### src/rtl/vga_ball_renderer.sv
// Pixel-colour stage: bouncing ball over a red 8x8 grid, registered 4-bit RGB per pixel strobe.
// Optional macro BALL_ROUND_EN selects a round ball hit test instead of the square one.
module vga_ball_renderer #(
   parameter int H_DISPLAY = 640,
   parameter int V_DISPLAY = 480,
   parameter int B         = 10,
   parameter int SPEED     = 4,
   parameter int INIT_X    = 100,
   parameter int INIT_Y    = 100
) (
   input  logic        clk,
   input  logic        reset,
   input  logic        pix_stb,
   input  logic [10:0] hpos,
   input  logic [10:0] vpos,
   input  logic        display_on,
   input  logic        enable,
   output logic [3:0]  r,
   output logic [3:0]  g,
   output logic [3:0]  b,
   output logic [10:0] ball_x,
   output logic [10:0] ball_y,
   output logic        busy
);

   localparam logic signed [11:0] X_MAX = 12'(H_DISPLAY - 1 - B);
   localparam logic signed [11:0] Y_MAX = 12'(V_DISPLAY - 1 - B);
   localparam logic signed [11:0] B_S   = 12'(B);
   localparam logic signed [11:0] NEG_B = 12'(-B);
   localparam logic signed [11:0] SPD   = 12'(SPEED);

   typedef enum logic [1:0] {IDLE, MOVE, BOUNCE} state_t;

   state_t            state;
   state_t            next_state;
   logic signed [11:0] nx;
   logic signed [11:0] ny;
   logic               x_dir;
   logic               y_dir;
   logic               frame_tick;
   logic signed [11:0] bx;
   logic signed [11:0] by;
   logic signed [11:0] dx;
   logic signed [11:0] dy;
   logic               ball_hit;

   assign frame_tick = pix_stb && (hpos == 11'd0) && (vpos == 11'(V_DISPLAY));
   assign busy       = (state != IDLE);
   assign bx         = signed'({1'b0, ball_x});
   assign by         = signed'({1'b0, ball_y});

   always_ff @(posedge clk) begin
      if (reset) state <= IDLE;
      else       state <= next_state;
   end

   always_comb begin
      next_state = state;
      case (state)
         IDLE:    if (frame_tick && enable) next_state = MOVE;
         MOVE:    next_state = BOUNCE;
         BOUNCE:  next_state = IDLE;
         default: next_state = IDLE;
      endcase
   end

   // Direction bits are 1 for increasing coordinate; each axis clamps and reflects independently.
   always_ff @(posedge clk) begin
      if (reset) begin
         ball_x <= 11'(INIT_X);
         ball_y <= 11'(INIT_Y);
         x_dir  <= 1'b1;
         y_dir  <= 1'b1;
         nx     <= '0;
         ny     <= '0;
      end else begin
         case (state)
            MOVE: begin
               nx <= x_dir ? bx + SPD : bx - SPD;
               ny <= y_dir ? by + SPD : by - SPD;
            end
            BOUNCE: begin
               if (nx > X_MAX) begin
                  ball_x <= X_MAX[10:0];
                  x_dir  <= 1'b0;
               end else if (nx < B_S) begin
                  ball_x <= B_S[10:0];
                  x_dir  <= 1'b1;
               end else begin
                  ball_x <= nx[10:0];
               end
               if (ny > Y_MAX) begin
                  ball_y <= Y_MAX[10:0];
                  y_dir  <= 1'b0;
               end else if (ny < B_S) begin
                  ball_y <= B_S[10:0];
                  y_dir  <= 1'b1;
               end else begin
                  ball_y <= ny[10:0];
               end
            end
            default: ;
         endcase
      end
   end

   assign dx = signed'({1'b0, hpos}) - bx;
   assign dy = signed'({1'b0, vpos}) - by;

`ifdef BALL_ROUND_EN
   logic signed [23:0] dx2;
   logic signed [23:0] dy2;
   logic        [24:0] dist2;
   assign dx2      = dx * dx;
   assign dy2      = dy * dy;
   assign dist2    = 25'(unsigned'(dx2)) + 25'(unsigned'(dy2));
   assign ball_hit = dist2 < 25'(B * B);
`else
   assign ball_hit = (dx < B_S) && (dx > NEG_B) && (dy < B_S) && (dy > NEG_B);
`endif

   always_ff @(posedge clk) begin
      if (reset) begin
         r <= 4'h0;
         g <= 4'h0;
         b <= 4'h0;
      end else if (pix_stb) begin
         if (!display_on) begin
            r <= 4'h0;
            g <= 4'h0;
            b <= 4'h0;
         end else if (ball_hit) begin
            r <= 4'hF;
            g <= 4'hF;
            b <= 4'h0;
         end else if ((hpos[2:0] == 3'd0) || (vpos[2:0] == 3'd0)) begin
            r <= 4'hF;
            g <= 4'h0;
            b <= 4'h0;
         end else begin
            r <= 4'h0;
            g <= 4'h0;
            b <= 4'h0;
         end
      end
   end

endmodule
### config.mk
export PLATFORM = sky130hd
export DESIGN_NAME = vga_ball_renderer
export DESIGN_NICKNAME = d
export VERILOG_FILES = /design/src/rtl/vga_ball_renderer.sv
export SDC_FILE = /design/constraint.sdc
export NUM_CORES = 1
export LEC_CHECK = 0
export ABC_AREA = 0
export BUFFER_PORTS_ARGS = -buffer_cell sky130_fd_sc_hd__buf_2
export CELL_PAD_IN_SITES_DETAIL_PLACEMENT = 1
export CELL_PAD_IN_SITES_GLOBAL_PLACEMENT = 1
export CORE_MARGIN = 2
export CORE_UTILIZATION = 30
export DETAILED_ROUTE_END_ITERATION = 10
export GPL_TIMING_DRIVEN = 0
export PLACE_DENSITY_LB_ADDON = 0.2
export SYNTH_ARGS = -nofsm -noshare
export SYNTH_HDL_FRONTEND = slang
export SYNTH_SLANG_ARGS = --single-unit
### constraint.sdc
create_clock -name clk -period 6.91 [get_ports clk]
set_input_delay 0.3455 -clock clk [delete_from_list [all_inputs] [get_ports clk]]
set_output_delay 0.3455 -clock clk [all_outputs]
set_load 0.02 [all_outputs]
Word level (Yosys, flattened, before mapping):

Cells that the tools add are included.

* add/subtract/negate cells: 6
* magnitude comparators: 8
* eq/ne operators: 4
* multiplexer cells: 17
* reduce and logical (&&, ||, !) cells: 16

Operator list (number)
* less-than comparator 12 x 5 -> 1 bit, second input constant: 4
* 2-to-1 mux 11 bit: 4
* adder 11 x 3 -> 12 bit, second input constant: 2
* > comparator 12 x 5 -> 1 bit, second input constant: 2
* 2-to-1 mux 12 bit: 2
* subtractor 11 x 11 -> 12 bit: 2
* subtractor 11 x 3 -> 12 bit, second input constant: 2
* 2-to-1 mux 4 bit: 5
* > comparator 12 x 10 -> 1 bit, second input constant: 1
* > comparator 12 x 11 -> 1 bit, second input constant: 1
* == test 11 x 9 -> 1 bit, second input constant: 1
* zero test 11 bit: 1
* logical AND 1 bit: 6
* zero test 3 bit: 2
* nonzero test 2 bit: 3
* 2-to-1 mux 1 bit: 4
* one-hot mux 2 bit (2 select lines): 1
* AND reduction 2 bit: 2
* == test 2 x 1 -> 1 bit, second input constant: 1
* == test 2 bit, second input constant: 1
* zero test 2 bit: 1
* 2-to-1 mux 2 bit: 1
* != test 2 bit, second input constant: 1
* logical OR 1 bit: 1

* bits in registers: 58
* output and inout port bits: 35
* logic and storage cells: 60

Logic depth before layout (Yosys ltp):

* word-level depth: 7
* depth in mapped cells: 12

Worst setup path after synthesis:

No wires, ideal clock.

* path kind: register to register
* start: register ball_x[0]
* end: register r[2]
* setup time: 0.067 ns
* arrival time: 2.677 ns
* required time: 6.843 ns
* setup slack: 4.165 ns
* stages on the path, launching flop included: 12
* cell sequence: dfxtp_1 > ha_1 > inv_1 > fa_1 > a211o_1 > a21o_1 > a2111oi_2 > nor3b_1 > nor4_1 > and2_1 > a2bb2o_4 > o21ai_2

* cells in the longest elaborated chain, start to end: 7

Ends and longest elaborated chain
* start, declared: line 21 `output logic [10:0] ball_x,`
* start signal, assigned: line 70 `ball_x <= 11'(INIT_X);`
* start signal, assigned: line 84 `ball_x <= X_MAX[10:0];`
* start signal, assigned: line 87 `ball_x <= B_S[10:0];`
* subtractor 11 x 11 -> 12 bit *: line 107 `assign dx = signed'({1'b0, hpos}) - bx;`
* less-than comparator 12 x 5 -> 1 bit or > comparator 12 x 5 -> 1 bit (tied branches): line 119 `assign ball_hit = (dx < B_S) && (dx > NEG_B) && (dy < B_S) && (dy > NEG_B);`
* logical AND 1 bit * (3 in series): line 119
* 2-to-1 mux 4 bit *: line 132 `end else if (ball_hit) begin`
* 2-to-1 mux 4 bit *: line 128 `if (!display_on) begin`
* end signal, assigned: line 124 `r <= 4'h0;`
* end signal, assigned: line 129 `r <= 4'h0;`
* end signal, assigned: line 133 `r <= 4'hF;`
* end, declared: line 18 `output logic [3:0] r,`

Every way passes the cells marked *; elsewhere a longest branch is shown, timed or not.
A chain may end at the register's enable or synchronous reset.

Worst setup path after layout:

Ends and elaborated chain as after synthesis.

==> flow_metrics.env <==
export IMPL_status="finished, final reports clean"
export IMPL_port_buffers=56
export IMPL_start_kind="flop"
export IMPL_place_ws_ns=3.76
export IMPL_powerDensity_nw_per_um2=140
export IMPL_clock_fmax_mhz=322
export IMPL_die_area_sq_um=14700
export IMPL_tns_ns=0
export IMPL_num_vias=4088
export IMPL_report_power_total_mw=0.670
export IMPL_slew_headroom=0.381
export IMPL_syn_area_sq_um=4120
export IMPL_area_growth_syn_to_layout_pct=16.2
export IMPL_hold_class="in2reg"
export IMPL_cts_made_buffers=5
export IMPL_synth_top_cell_area_share=0.252
export IMPL_drt_iter0_markers=169
export IMPL_ys_types=61
export IMPL_crit_type="reg2reg"
export IMPL_clock_sinks=52
export IMPL_core_sq_um=13300
export IMPL_synth_edf_count=0
export IMPL_synthArstFlopShare=0
export IMPL_gr_total_overflow=0
export IMPL_rows=42
export IMPL_worst_pin_slew_ns=0.921
export IMPL_start_util=0.309
export IMPL_cp_arrival_ns=3.33
export IMPL_timing_max_cap_violations=0
export IMPL_routedWlPerCell_microns=16.6
export IMPL_cp_max_fo=5
export IMPL_worstPathRequired_ns=7.13
export IMPL_finalClockSkew_ns=0.00895
export IMPL_most_common_layout_cells="a21oi_1, nand2_1, buf_2"
export IMPL_drtAntennaViolNets=0
export IMPL_clockRootBuffer="clkbuf_16"
export IMPL_vias_per_cell=5.21
export IMPL_routed_wl_microns=13000
export IMPL_grt_max_degree=15
export IMPL_post_route_period_util=0.449
export IMPL_nets=678
export IMPL_cts_max_level=2
export IMPL_antenna_found_initial=0
export IMPL_timing_hold_violations_final=0
export IMPL_grt_use_total=0.180
export IMPL_period_minus_slack_ns=3.10
export IMPL_hpwl_microns=10700
export IMPL_worst_slack_ns=3.81
export IMPL_ctsResizeCount=0
export IMPL_synth_area_leaders="dfxtp_1, ha_1, a21oi_1"
export IMPL_drive_above_1_share=0.137
export IMPL_syn_inst=543
export IMPL_dr_pass1_iters=4
export IMPL_diodes=0
export IMPL_synth_ff_type="dfxtp_1"
export IMPL_clk_latency_ns=0.29
export IMPL_ys_seq_area_frac=0.252
export IMPL_drc=0
export IMPL_drv_slew=0
export IMPL_fillCellCount=1709
export IMPL_setup_viol=0
export IMPL_p_leak_nw=2.05
export IMPL_cp_end_kind="flop"
export IMPL_rsz0062_at_grt="false"
export IMPL_mostFrequentLayoutCell="a21oi_1"
export IMPL_gp_congestion=0.802
export IMPL_grt_pass1_vias=4106
export IMPL_grt_pass1_wl_microns=21000
export IMPL_postCtsSetupRepairBufs=0
export IMPL_die_h_microns=121
export IMPL_die_x_microns=121
export IMPL_ys_seq_elements=52
export IMPL_syn_area_per_cell_sq_um=7.59
export IMPL_clk_pin_slew_ns=0.07
export IMPL_irDropWorstVdd_v=0.0000850
export IMPL_postCtsHoldBufs=0
export IMPL_clk_path_buf_depth=2
export IMPL_cts_tree="done"
export IMPL_ios=62
export IMPL_synth_warnings=0
export IMPL_yosysTopAreaCell="dfxtp_1"
export IMPL_whs_ns=0.352
[routing by layer]
metal	vias to the layer above	global-route usage	part of all wire
li1	2060	-	-
met1	1963	0.241	0.48
met2	60	0.314	0.48
met3	5	0.0211	0.035
met4	0	0.0309	0.0071
met5	-	0	0
[through the flow]
step | area [sq um] | util | std cells
after floorplan | 4140 | - | 546
after global placement | 4640 | 0.347 | 778
after detailed placement | 4640 | 0.347 | 778
after CTS | 4790 | 0.359 | 784
after global routing | 4790 | 0.359 | 784
final | 4790 | 0.359 | 784
[state kept, by name, indices dropped and copies added (netlist names)]
register and cells:
ball_x 11, ball_y 11, g 1, nx 12
ny 12, r 1, state 2, x_dir 1
y_dir 1
[logic make-up after synthesis]
family                     synth area share
and+or+nand+nor                       0.230
AOI/OAI and AO/OA                     0.252
buffers and inverters                0.0722
DFF                                   0.252
adders and majority gates             0.135
xor gates and xnor gates             0.0531
muxes                               0.00485
other                              0.000909
[report_power, final]
part	internal, mW	total [mW]	switching, mW
clock network	0.167	0.274	0.107
registers	0.300	0.300	0.000197
logic	0.0390	0.0953	0.0564
[Yosys cell counts, types with 2 or more instances]
cell,instances
fa_1,4
inv_1,40
nand3_1,10
mux2i_1,2
a2111oi_0,2
o31ai_1,5
a21o_1,11
clkbuf_1,18
a211oi_1,10
nor4_1,7
xnor2_1,16
nor4b_1,2
o21ai_0,18
nand2b_1,6
nand4b_1,4
o2111ai_1,3
o311ai_0,2
nor3_1,15
o21a_1,5
o21ai_1,2
nand2_1,63
buf_4,10
ha_1,38
and2_1,2
nor2b_1,13
a21oi_1,69
nor3b_1,7
a31oi_1,3
dfxtp_1,52
nand4_1,7
and3_1,2
nor2_1,43
o21bai_1,5
a2111o_1,2
xor2_1,9
o211ai_1,5
or2_2,4
a211o_1,4
[cell type report]
| class | instances | area (sq um) | share of cell area |
|---|---|---|---|
| inverter | 40 | 150 | 0.0313 |
| clock buffer | 5 | 125 | 0.0261 |
| timing repair buffer | 56 | 280 | 0.0585 |
| sequential | 52 | 1040 | 0.217 |
| clock inverter | 1 | 30.0 | 0.00627 |
| multi-input combinational | 425 | 2800 | 0.584 |
| tap | 176 | 220 | 0.0460 |
| buffer | 29 | 148 | 0.0308 |
[final timing paths]
kind	start	end	slack [ns]	cells after the start
worst min register to register	nx[0]	nx[0]	0.46	2
worst min-delay path	pix_stb	g[2]	0.35	4
worst max-delay path	ball_x[0]	r[2]	3.81	11
worst max register to register	ball_x[0]	r[2]	3.81	11
[worst max-delay path, cell delays in order (launching register included)]
cell      delay, ns
dfxtp_1        0.41
ha_1           0.21
inv_1          0.06
fa_1           0.41
a211o_1        0.35
a2111o_1       0.38
o311ai_0       0.22
o211ai_1       0.17
nor4_1         0.31
and2_1         0.23
a2bb2o_4       0.23
o21ai_2        0.05
(Power assumes the default switching activity.)
